### src/rtl/pipe_pkg.sv
// Shared types and constants for the handshaked pipeline stage register.
package pipe_pkg;

    typedef enum logic [1:0] {
        ST_EMPTY = 2'd0,
        ST_ONE   = 2'd1,
        ST_TWO   = 2'd2
    } stage_state_t;

    localparam int PERF_CNT_W = 32;

endpackage

### src/rtl/pipe_stage_reg_en_reg.sv
// WIDTH-bit enabled register with asynchronous active-low reset to RESET_VAL.
module en_reg #(
    parameter int               WIDTH     = 64,
    parameter logic [WIDTH-1:0] RESET_VAL = '0
) (
    input  logic             clk,
    input  logic             reset,
    input  logic             en,
    input  logic [WIDTH-1:0] d,
    output logic [WIDTH-1:0] q
);

    always_ff @(posedge clk or negedge reset) begin
        if (!reset)
            q <= RESET_VAL;
        else if (en)
            q <= d;
    end

endmodule

### src/rtl/pipe_stage_reg.sv
// Two-entry (main + skid) handshaked pipeline stage; in_ready comes from state flops only.
// Define PIPE_STAGE_PERF_EN to add the stall_cycles output counter.
module pipe_stage_reg
    import pipe_pkg::*;
#(
    parameter int               WIDTH     = 64,
    parameter logic [WIDTH-1:0] RESET_VAL = '0
) (
    input  logic             clk,
    input  logic             reset,
    input  logic             flush,
    input  logic             in_valid,
    output logic             in_ready,
    input  logic [WIDTH-1:0] in_data,
    output logic             out_valid,
    input  logic             out_ready,
    output logic [WIDTH-1:0] out_data,
    output logic [1:0]       occupancy
`ifdef PIPE_STAGE_PERF_EN
    ,
    output logic [PERF_CNT_W-1:0] stall_cycles
`endif
);

    stage_state_t     state, state_nxt;
    logic             in_fire, out_fire;
    logic             main_en, skid_en;
    logic [WIDTH-1:0] main_d, main_q, skid_q;

    assign out_valid = (state != ST_EMPTY);
    assign in_ready  = (state != ST_TWO);
    assign in_fire   = in_valid & in_ready;
    assign out_fire  = out_valid & out_ready;
    assign out_data  = main_q;

    always_comb begin
        occupancy = 2'd0;
        case (state)
            ST_ONE:  occupancy = 2'd1;
            ST_TWO:  occupancy = 2'd2;
            default: occupancy = 2'd0;
        endcase
    end

    always_ff @(posedge clk or negedge reset) begin
        if (!reset)
            state <= ST_EMPTY;
        else
            state <= state_nxt;
    end

    // Flush only redirects state; the data slots keep whatever they held.
    always_comb begin
        state_nxt = state;
        main_en   = 1'b0;
        skid_en   = 1'b0;
        main_d    = in_data;
        if (flush) begin
            state_nxt = ST_EMPTY;
        end else begin
            case (state)
                ST_EMPTY: begin
                    if (in_fire) begin
                        main_en   = 1'b1;
                        state_nxt = ST_ONE;
                    end
                end
                ST_ONE: begin
                    if (in_fire && out_fire) begin
                        main_en = 1'b1;
                    end else if (in_fire) begin
                        skid_en   = 1'b1;
                        state_nxt = ST_TWO;
                    end else if (out_fire) begin
                        state_nxt = ST_EMPTY;
                    end
                end
                ST_TWO: begin
                    if (out_fire) begin
                        main_en   = 1'b1;
                        main_d    = skid_q;
                        state_nxt = ST_ONE;
                    end
                end
                default: state_nxt = ST_EMPTY;
            endcase
        end
    end

    en_reg #(.WIDTH(WIDTH), .RESET_VAL(RESET_VAL)) u_main (
        .clk   (clk),
        .reset (reset),
        .en    (main_en),
        .d     (main_d),
        .q     (main_q)
    );

    en_reg #(.WIDTH(WIDTH), .RESET_VAL(RESET_VAL)) u_skid (
        .clk   (clk),
        .reset (reset),
        .en    (skid_en),
        .d     (in_data),
        .q     (skid_q)
    );

`ifdef PIPE_STAGE_PERF_EN
    always_ff @(posedge clk or negedge reset) begin
        if (!reset)
            stall_cycles <= '0;
        else if (out_valid && !out_ready && (stall_cycles != '1))
            stall_cycles <= stall_cycles + 1'b1;
    end
`endif

    handshake_known: assert property (@(posedge clk) disable iff (!reset)
        !$isunknown({in_valid, out_ready}));

endmodule

### config.mk
export PLATFORM = sky130hd
export DESIGN_NAME = pipe_stage_reg
export DESIGN_NICKNAME = d
export VERILOG_FILES = /design/src/rtl/pipe_pkg.sv /design/src/rtl/pipe_stage_reg_en_reg.sv /design/src/rtl/pipe_stage_reg.sv
export SDC_FILE = /design/constraint.sdc
export NUM_CORES = 1
export LEC_CHECK = 0
export CAP_MARGIN = 15
export CORE_MARGIN = 2
export CORE_UTILIZATION = 50
export CTS_BUF_LIST = sky130_fd_sc_hd__clkbuf_4
export DETAILED_ROUTE_END_ITERATION = 10
export PLACE_DENSITY = 0.79
export SYNTH_ARGS = -nofsm -noshare
export SYNTH_HDL_FRONTEND = slang
export SYNTH_SLANG_ARGS = --single-unit
### constraint.sdc
create_clock -name clk -period 4.55 [get_ports clk]
set_input_delay 0.91 -clock clk [delete_from_list [all_inputs] [get_ports clk]]
set_output_delay 0.91 -clock clk [all_outputs]
set_load 0.01 [all_outputs]
Yosys cells after proc, flatten, opt, wreduce, memory -nomap -nowiden --
Index checks and enable logic that the tools add are counted.
Operators by class: shifts and indexed selects 0, $mul 0, $lt $le $gt $ge 0, div/mod/pow operators 0, $add $sub $neg 0, equality and inequality tests 7, reductions and logical operators 4, multiplexer cells 19, bitwise logic cells 2
Operator list (number):
- two-way mux 64 bit | 3
- two-way mux 2 bit | 6
- != test 3 bit (second input constant) | 3
- two-way mux 1 bit | 7
- one-hot mux 2 bit (3 select lines) | 1
- != test 4 bit (second input constant) | 1
- one-hot mux 2 bit (2 select lines) | 1
- AND reduction 4 bit | 1
- one-hot mux 1 bit (3 select lines) | 1
- AND 1 bit | 2
- equality test 2 x 1 -> 1 bit (second input constant) | 1
- equality test 2 bit (second input constant) | 1
- zero test 2 bit | 1
- != test 2 bit (second input constant) | 1
- nonzero test 2 bit | 1
- logical AND 1 bit | 1
Word-level totals: memories kept 0, bits in read-only memories 0, word-level logic and storage cells 35, bits in latches 0, flip-flop bits (word level) 130, memory bits (writable) 0

Depth between registers and ports, before layout --
Gate-level depths: netlist of run 1.
depth after elaboration 7, mapped depth 7

Hierarchy --
Synthesis of run 1 repeated with hierarchy kept, for this count alone.
Second synthesis, totals: cells, all modules 357, area total of the unflattened synthesis 6587.6 sq um
Modules (own cells, without submodules):
- en_reg | area each 2678.8 sq um, instances 2, cells an instance 135
- pipe_stage_reg | area each 1229.9 sq um, instances 1, cells an instance 87

Least setup slack after synthesis of run 1 --
Ideal clock, no wire load.
kind in2reg, start input in_valid, end register u_main.q[0], data arrival time 2.112 ns, buffers on the path 1, data required time 4.425 ns, setup slack 2.313 ns, setup time 0.125 ns, cell stages on the path 5, cell sequence nor2b_1 nand2b_1 a21oi_2 buf_4 mux2_4
On the way: cells in the longest elaborated chain, start to end 5, elaborated cells on any way between the ends 6, classes of those cells mux: 4; bitwise: 1; reduce/logical: 1
RTL lines:
- from (decl) | line pipe_stage_reg.sv:12 | input logic in_valid,
- AND 1 bit (*) | line pipe_stage_reg.sv:32 | assign in_fire = in_valid & in_ready;
- logical AND 1 bit | line pipe_stage_reg.sv:69 | if (in_fire && out_fire) begin
- two-way mux 1 bit | line pipe_stage_reg.sv:69
- one-hot mux 1 bit (3 select lines) (*) | line pipe_stage_reg.sv:61 | case (state)
- two-way mux 1 bit (*) | line pipe_stage_reg.sv:58 | if (flush) begin
- to (signal assigned) | line pipe_stage_reg_en_reg.sv:15 | q <= RESET_VAL;
- to (signal assigned) | line pipe_stage_reg_en_reg.sv:17 | q <= d;
- to (decl) | line pipe_stage_reg_en_reg.sv:10 | output logic [WIDTH-1:0] q
Mark *: on every way between the ends. The rest lies on a longest branch, timed or not. A chain may end at the register's enable or synchronous reset.

Worst setup path after layout of run 1 --
start input in_valid, end register u_skid.q[55]
On the way: cells in the longest elaborated chain, start to end 5, elaborated cells on any way between the ends 6, classes of those cells mux: 4; bitwise: 1; reduce/logical: 1
RTL lines (line):
- AND 1 bit (*) | pipe_stage_reg.sv:32
- two-way mux 1 bit or logical AND 1 bit (tied branches) | pipe_stage_reg.sv:71, pipe_stage_reg.sv:69
- two-way mux 1 bit (*) | pipe_stage_reg.sv:69
- two-way mux 1 bit (*) | pipe_stage_reg.sv:61
- two-way mux 1 bit (*) | pipe_stage_reg.sv:58
- to (signal assigned) | pipe_stage_reg_en_reg.sv:15
- to (signal assigned) | pipe_stage_reg_en_reg.sv:17
- to (decl) | pipe_stage_reg_en_reg.sv:10
Marks and branches as above.

==> results of run 1 <==
layer usage:
metal,share of wire (%),up-vias
li1,-,1558
met1,44,1730
met2,48,101
met3,5.5,23
met4,2.3,0
met5,0,-
worst max-delay path by stage:
stage / depth (start not counted) / end / slack [ns]
after floorplan: 5 / u_main.q[0] / 2.31
after global placement: 4 / u_skid.q[50] / 1.31
after detailed placement: 4 / u_skid.q[34] / 1.24
after CTS: 2 / out_valid / 1.76
after global routing: 4 / u_skid.q[50] / 1.67
final: 4 / u_skid.q[55] / 1.80
layout by cell type (no fill, tap or decap), types with 2 or more instances in the layout:
cell / n
nor2_1: 3
mux2_1: 4
clkdlybuf4s50_1: 135
mux2_2: 68
nor2b_1: 2
clkinv_2: 6
clkbuf_4: 21
mux2_4: 120
buf_12: 3
clkinv_1: 4
dfrtp_1: 130
stage by stage:
step                      power (uW)  worst slack (ns)  instance area [sq um]  cells
after floorplan                 2040              2.31                   6190    358
after global placement          2420              1.31                   7630    645
after detailed placement        2450              1.24                   7630    645
after CTS                       3080              1.76                   7840    676
after global routing            3210              1.67                   7840    676
final                           3040              1.80                   7840    676
kinds of logic after synthesis:
logic type,count (synthesis),synth area share [%]
multiplexers,193,42.4
AND/OR/NAND/NOR,10,1.09
flip-flops,130,52.6
AO/OA/AOI/OAI,4,0.526
buffers and inverters,21,3.46
final cells by class:
cell class | instances | area (sq um) | share of cell area (%)
Sequential cell | 130 | 3250 | 41.5
Multi-Input combinational cell | 207 | 2750 | 35.1
Clock inverter | 10 | 45.0 | 0.575
Inverter | 1 | 3.75 | 0.0479
Timing Repair Buffer | 139 | 1420 | 18.1
Tap cell | 168 | 210 | 2.68
Clock buffer | 21 | 158 | 2.01
state kept, by name, summed over array words and instances, names as in the netlist:
name      flops
state         2
u_main.q     64
u_skid.q     64
cell usage after synthesis (2+ instances only):
cell / count / area share [%]
buf_12: 6 / 1.9
buf_2: 6 / 0.49
buf_4: 6 / 0.73
dfrtp_1: 130 / 53
mux2_1: 4 / 0.73
mux2_2: 68 / 12
mux2_4: 120 / 29
nor2_1: 3 / 0.18
nor2b_1: 2 / 0.20
report_power, final:
part	leakage (uW)	switching [uW]	total (uW)	internal, uW
Combinational	0.00179	257	835	578
Clock	0.000126	392	615	224
Sequential	0.00156	154	1590	1430
Total	0.00348	803	3040	2230
==> flow_summary.ini, run 1 <==
[worst_setup_path]
worstPathRequired_ns = 4.97
path_class = in -> reg
endpoint_kind = register
r2r_cells = 3
crit_family = simple AND/OR/NAND/NOR gates
r2r_slack_ns = 2.28
rr_endpoint = u_skid.q[55]
cp-startpoint = in_valid
cp.arrival_ns = 3.17
cpPeakStageDelay_ns = 0.77
cp_max_fo = 65
crit_slowest_cell = nand3_4
worstSetupStartpointType = input port
crit_path_cell_trace = clkdlybuf4s50_1 > nor2b_1 > nand3_4 > mux2_2
reg2reg_from = state[1]
critPathBufInv = 1

[die]
io_pins = 137
dieArea_sq_um = 13300
die_x_um = 115
start_util_pct = 51.3
dieHeight_um = 115
rows = 40
core_area_sq_um = 12100

[logic_synthesis]
synth_edf_count = 0
synth_seq_cells = 130
synthFlopType = dfrtp_1
syn-num-nets = 427
syn_area_sq_um = 6190
ys_types = 22
async_flop_share_pct = 100
yosysSeqAreaShare_pct = 52.6
avgSynthCellArea_sq_um = 17.3
syn_inst = 358
ys_warn_count = 0

[finish]
drive_gt1_share_pct = 44.5
num-fill-cells = 894
antennaDiodeCount = 0
layout-area-overhead-vs-synth_pct = 26.6
fin_nets = 565
fin_util_pct = 65.0

[detailed_routing]
drtIter0Drc = 89
num_vias = 3412
drc_errors = 0
vias_per_cell = 5.05
wl_um = 11100
wl_per_cell_um = 16.5
ant_nets = 0
first_pass_iters = 4

[power]
ir_drop_mv = 0.196
leakage_uw = 0.00348
p_per_area_nw_per_um2 = 388

[clock_tree]
cts_made_buffers = 17
cts_tree = yes
htree_levels = 4
cts_setup_buffers = 0
insertion_delay_ns = 0.54
clkSinkCount = 130
ctsHoldBuffers = 0
root_buffer = clkbuf_4
post_cts_resized = 0
clk_pin_slew_ns = 0.10
cts_max_path_buffers = 2

[job]
max_cap_violations = 0

[min_path]
hp-class = in -> async

[sta]
max-slew-margin-rel_pct = 34.7
worst_pin_slew_ns = 0.979
layout_worst_path_cycle_share_pct = 60.4
clock_skew_ns = 0.0102
finalMaxSlewViolations = 0
rsz0062_at_grt = false
tns_ns = 0
hold_viol = 0
holdWs_ns = 0.453
period_minus_slack_ns = 2.75
setup_viol = 0
max_freq_ghz = 0.364

[global_route]
grt.overflow.total = 0
groute.layer.met2.usage_pct = 28.6
grt_pass1_vias = 3762
busiest_layer = met2
grt_max_degree = 69
grt_antenna_before_repair = 0
grt_util_met1_pct = 22.6
grt_usage_pct = 18.1
met3_usage_pct = 6.01
grt_first_pass_wirelength_um = 18400

[place]
numPortBuffers = 136
hpwlAfterDp_um = 7160
gp_congestion = 0.710

[outcome]
outcome = finished clean
No activity file was read; power rests on OpenSTA's default activity.
==> run 2, diff against run 1 <==
CORE_UTILIZATION = 47   (was 50)
PLACE_DENSITY = 0.78   (was 0.79)
clock period = 2.48 ns   (was 4.55 ns; I/O delays follow)
==> run 2 against run 1 <==
Effect of this change: die area rose by 6.2%; non-clock buffer count rose by 13; critical endpoint is now out_valid; design area rose by 2.0%; largest power group unchanged; utilization fell by 2.2 points.
==> flow_summary.ini, run 2 (synthesis gave the netlist of run 1 again) <==
[clock_tree]
cts_tree = yes
root_buffer = clkbuf_4
cts_max_path_buffers = 2
clkSinkCount = 130
post_cts_resized = 0
cts_made_buffers = 17
htree_levels = 4
clk_pin_slew_ns = 0.10
insertion_delay_ns = 0.52
cts_setup_buffers = 0

[power]
p_clk_share_pct = 19.7
ir_drop_mv = 0.341
leakage_uw = 0.00356
switchingPower_uw = 1490
swShare_pct = 26.7
p_per_area_nw_per_um2 = 700
seqPwrFrac_pct = 52.3
pwr-share-comb_pct = 28.0
internal-power_uw = 4100

[global_route]
grt_usage_pct = 18.3
grt_antenna_before_repair = 0
grt_first_pass_wirelength_um = 20000
grt.overflow.total = 0
grt_pass1_vias = 3937
grt_max_degree = 52

[detailed_routing]
wl_um = 11900
vias_per_cell = 5.03
drtIter0Drc = 117
route.met3.wl_um = 884
wl_per_cell_um = 17.2
num_vias = 3488
wl_met2_um = 5730
first_pass_iters = 4
met1Wirelength_um = 5120
top_layer = met4
ant_nets = 0
drc_errors = 0

[worst_setup_path]
cp.arrival_ns = 1.83
endpoint_kind = primary output
cp_max_fo = 6
crit_family = flip-flops
critPathBufInv = 1
crit_slowest_cell = dfrtp_1
worstSetupStartpointType = register
path_class = reg -> out
cpPeakStageDelay_ns = 0.50
worstPathRequired_ns = 1.98
crit_path_cell_trace = or2_2 > clkdlybuf4s50_1

[finish]
fin_cells = 693
seqCellArea_sq_um = 3250
layout_commonest_cell = clkdlybuf4s50_1
fin_nets = 578
reg.largest.list = u_main.q (64), u_skid.q (64), state (2)
final_cell_mix = clkdlybuf4s50_1, dfrtp_1, mux2_4
final_cell_area_sq_um = 7990
drive_gt1_share_pct = 45.3
multi_input_area_sq_um = 2750
layout-area-overhead-vs-synth_pct = 29.1
antennaDiodeCount = 0
num-fill-cells = 1006

[job]
max_cap_violations = 0

[sta]
clock_skew_ns = 0.0141
hold_viol = 0
worst_pin_slew_ns = 0.406
setup_viol = 0
period_minus_slack_ns = 2.33
finalMaxSlewViolations = 0
holdWs_ns = 0.435
tns_ns = 0
worst_slack_ns = 0.151
rsz0062_at_grt = false
max_freq_ghz = 0.429
layout_worst_path_cycle_share_pct = 93.9
max-slew-margin-rel_pct = 73.0

[outcome]
outcome = finished clean

[die]
rows = 41
die_x_um = 119
dieHeight_um = 119
io_pins = 137
core_area_sq_um = 12700
dieArea_sq_um = 14100
start_util_pct = 48.7

[place]
hpwlAfterDp_um = 8400
dp_cells = 661
numPortBuffers = 136
place_ws_ns = 0.0480
place_area_sq_um = 7780
gp_congestion = 0.722

[min_path]
hp-class = in -> async
==> run 2: final timing paths <==
kind	start	endpoint	slack, ns	cells after the start
setup / recovery	state[0]	out_valid	0.15	2
hold / removal	reset	u_skid.q[59]	0.44	2
setup reg to reg	state[0]	u_main.q[39]	0.34	6
hold reg to reg	u_skid.q[32]	u_skid.q[32]	0.51	1
max in group asynchronous	reset	u_main.q[51]	1.38	3
min in group clk	u_skid.q[32]	u_skid.q[32]	0.51	1
==> run 2: stage by stage <==
| stage | power, uW | util (%) |
|---|---|---|
| after floorplan | 3740 | - |
| after global placement | 4460 | 61.2 |
| after detailed placement | 4550 | 61.2 |
| after CTS | 5670 | 62.8 |
| after global routing | 5910 | 62.8 |
| final | 5590 | 62.8 |
==> run 2: power groups by stage <==
| stage | clock network [uW] | logic (uW) | registers [uW] |
|---|---|---|---|
| floorplan | 0 | 756 | 2980 |
| global placement | 0 | 1540 | 2930 |
| detailed placement | 0 | 1590 | 2960 |
| CTS | 1150 | 1590 | 2920 |
| global route | 1250 | 1670 | 2990 |
| finish | 1100 | 1570 | 2930 |
==> run 2: repair_timing <==
item / in CTS / in global routing
endpoints found under the hold margin: 40 / 0
setup endpoints to repair: 0 / 0
hold buffers: 1 / 0
==> run 2: routing by layer <==
metal,vias up,track usage [%]
met1,1782,22.0
met3,15,7.00
met4,0,6.92
met2,99,29.6
li1,1592,-
met5,-,0
==> run 2: area by class of cell <==
cell class                      count  area share (%)
Clock buffer                       20            1.88
Clock inverter                     11           0.595
Inverter                            1          0.0470
Multi-Input combinational cell    207            34.4
Sequential cell                   130            40.7
Tap cell                          172            2.69
Timing Repair Buffer              152            19.7
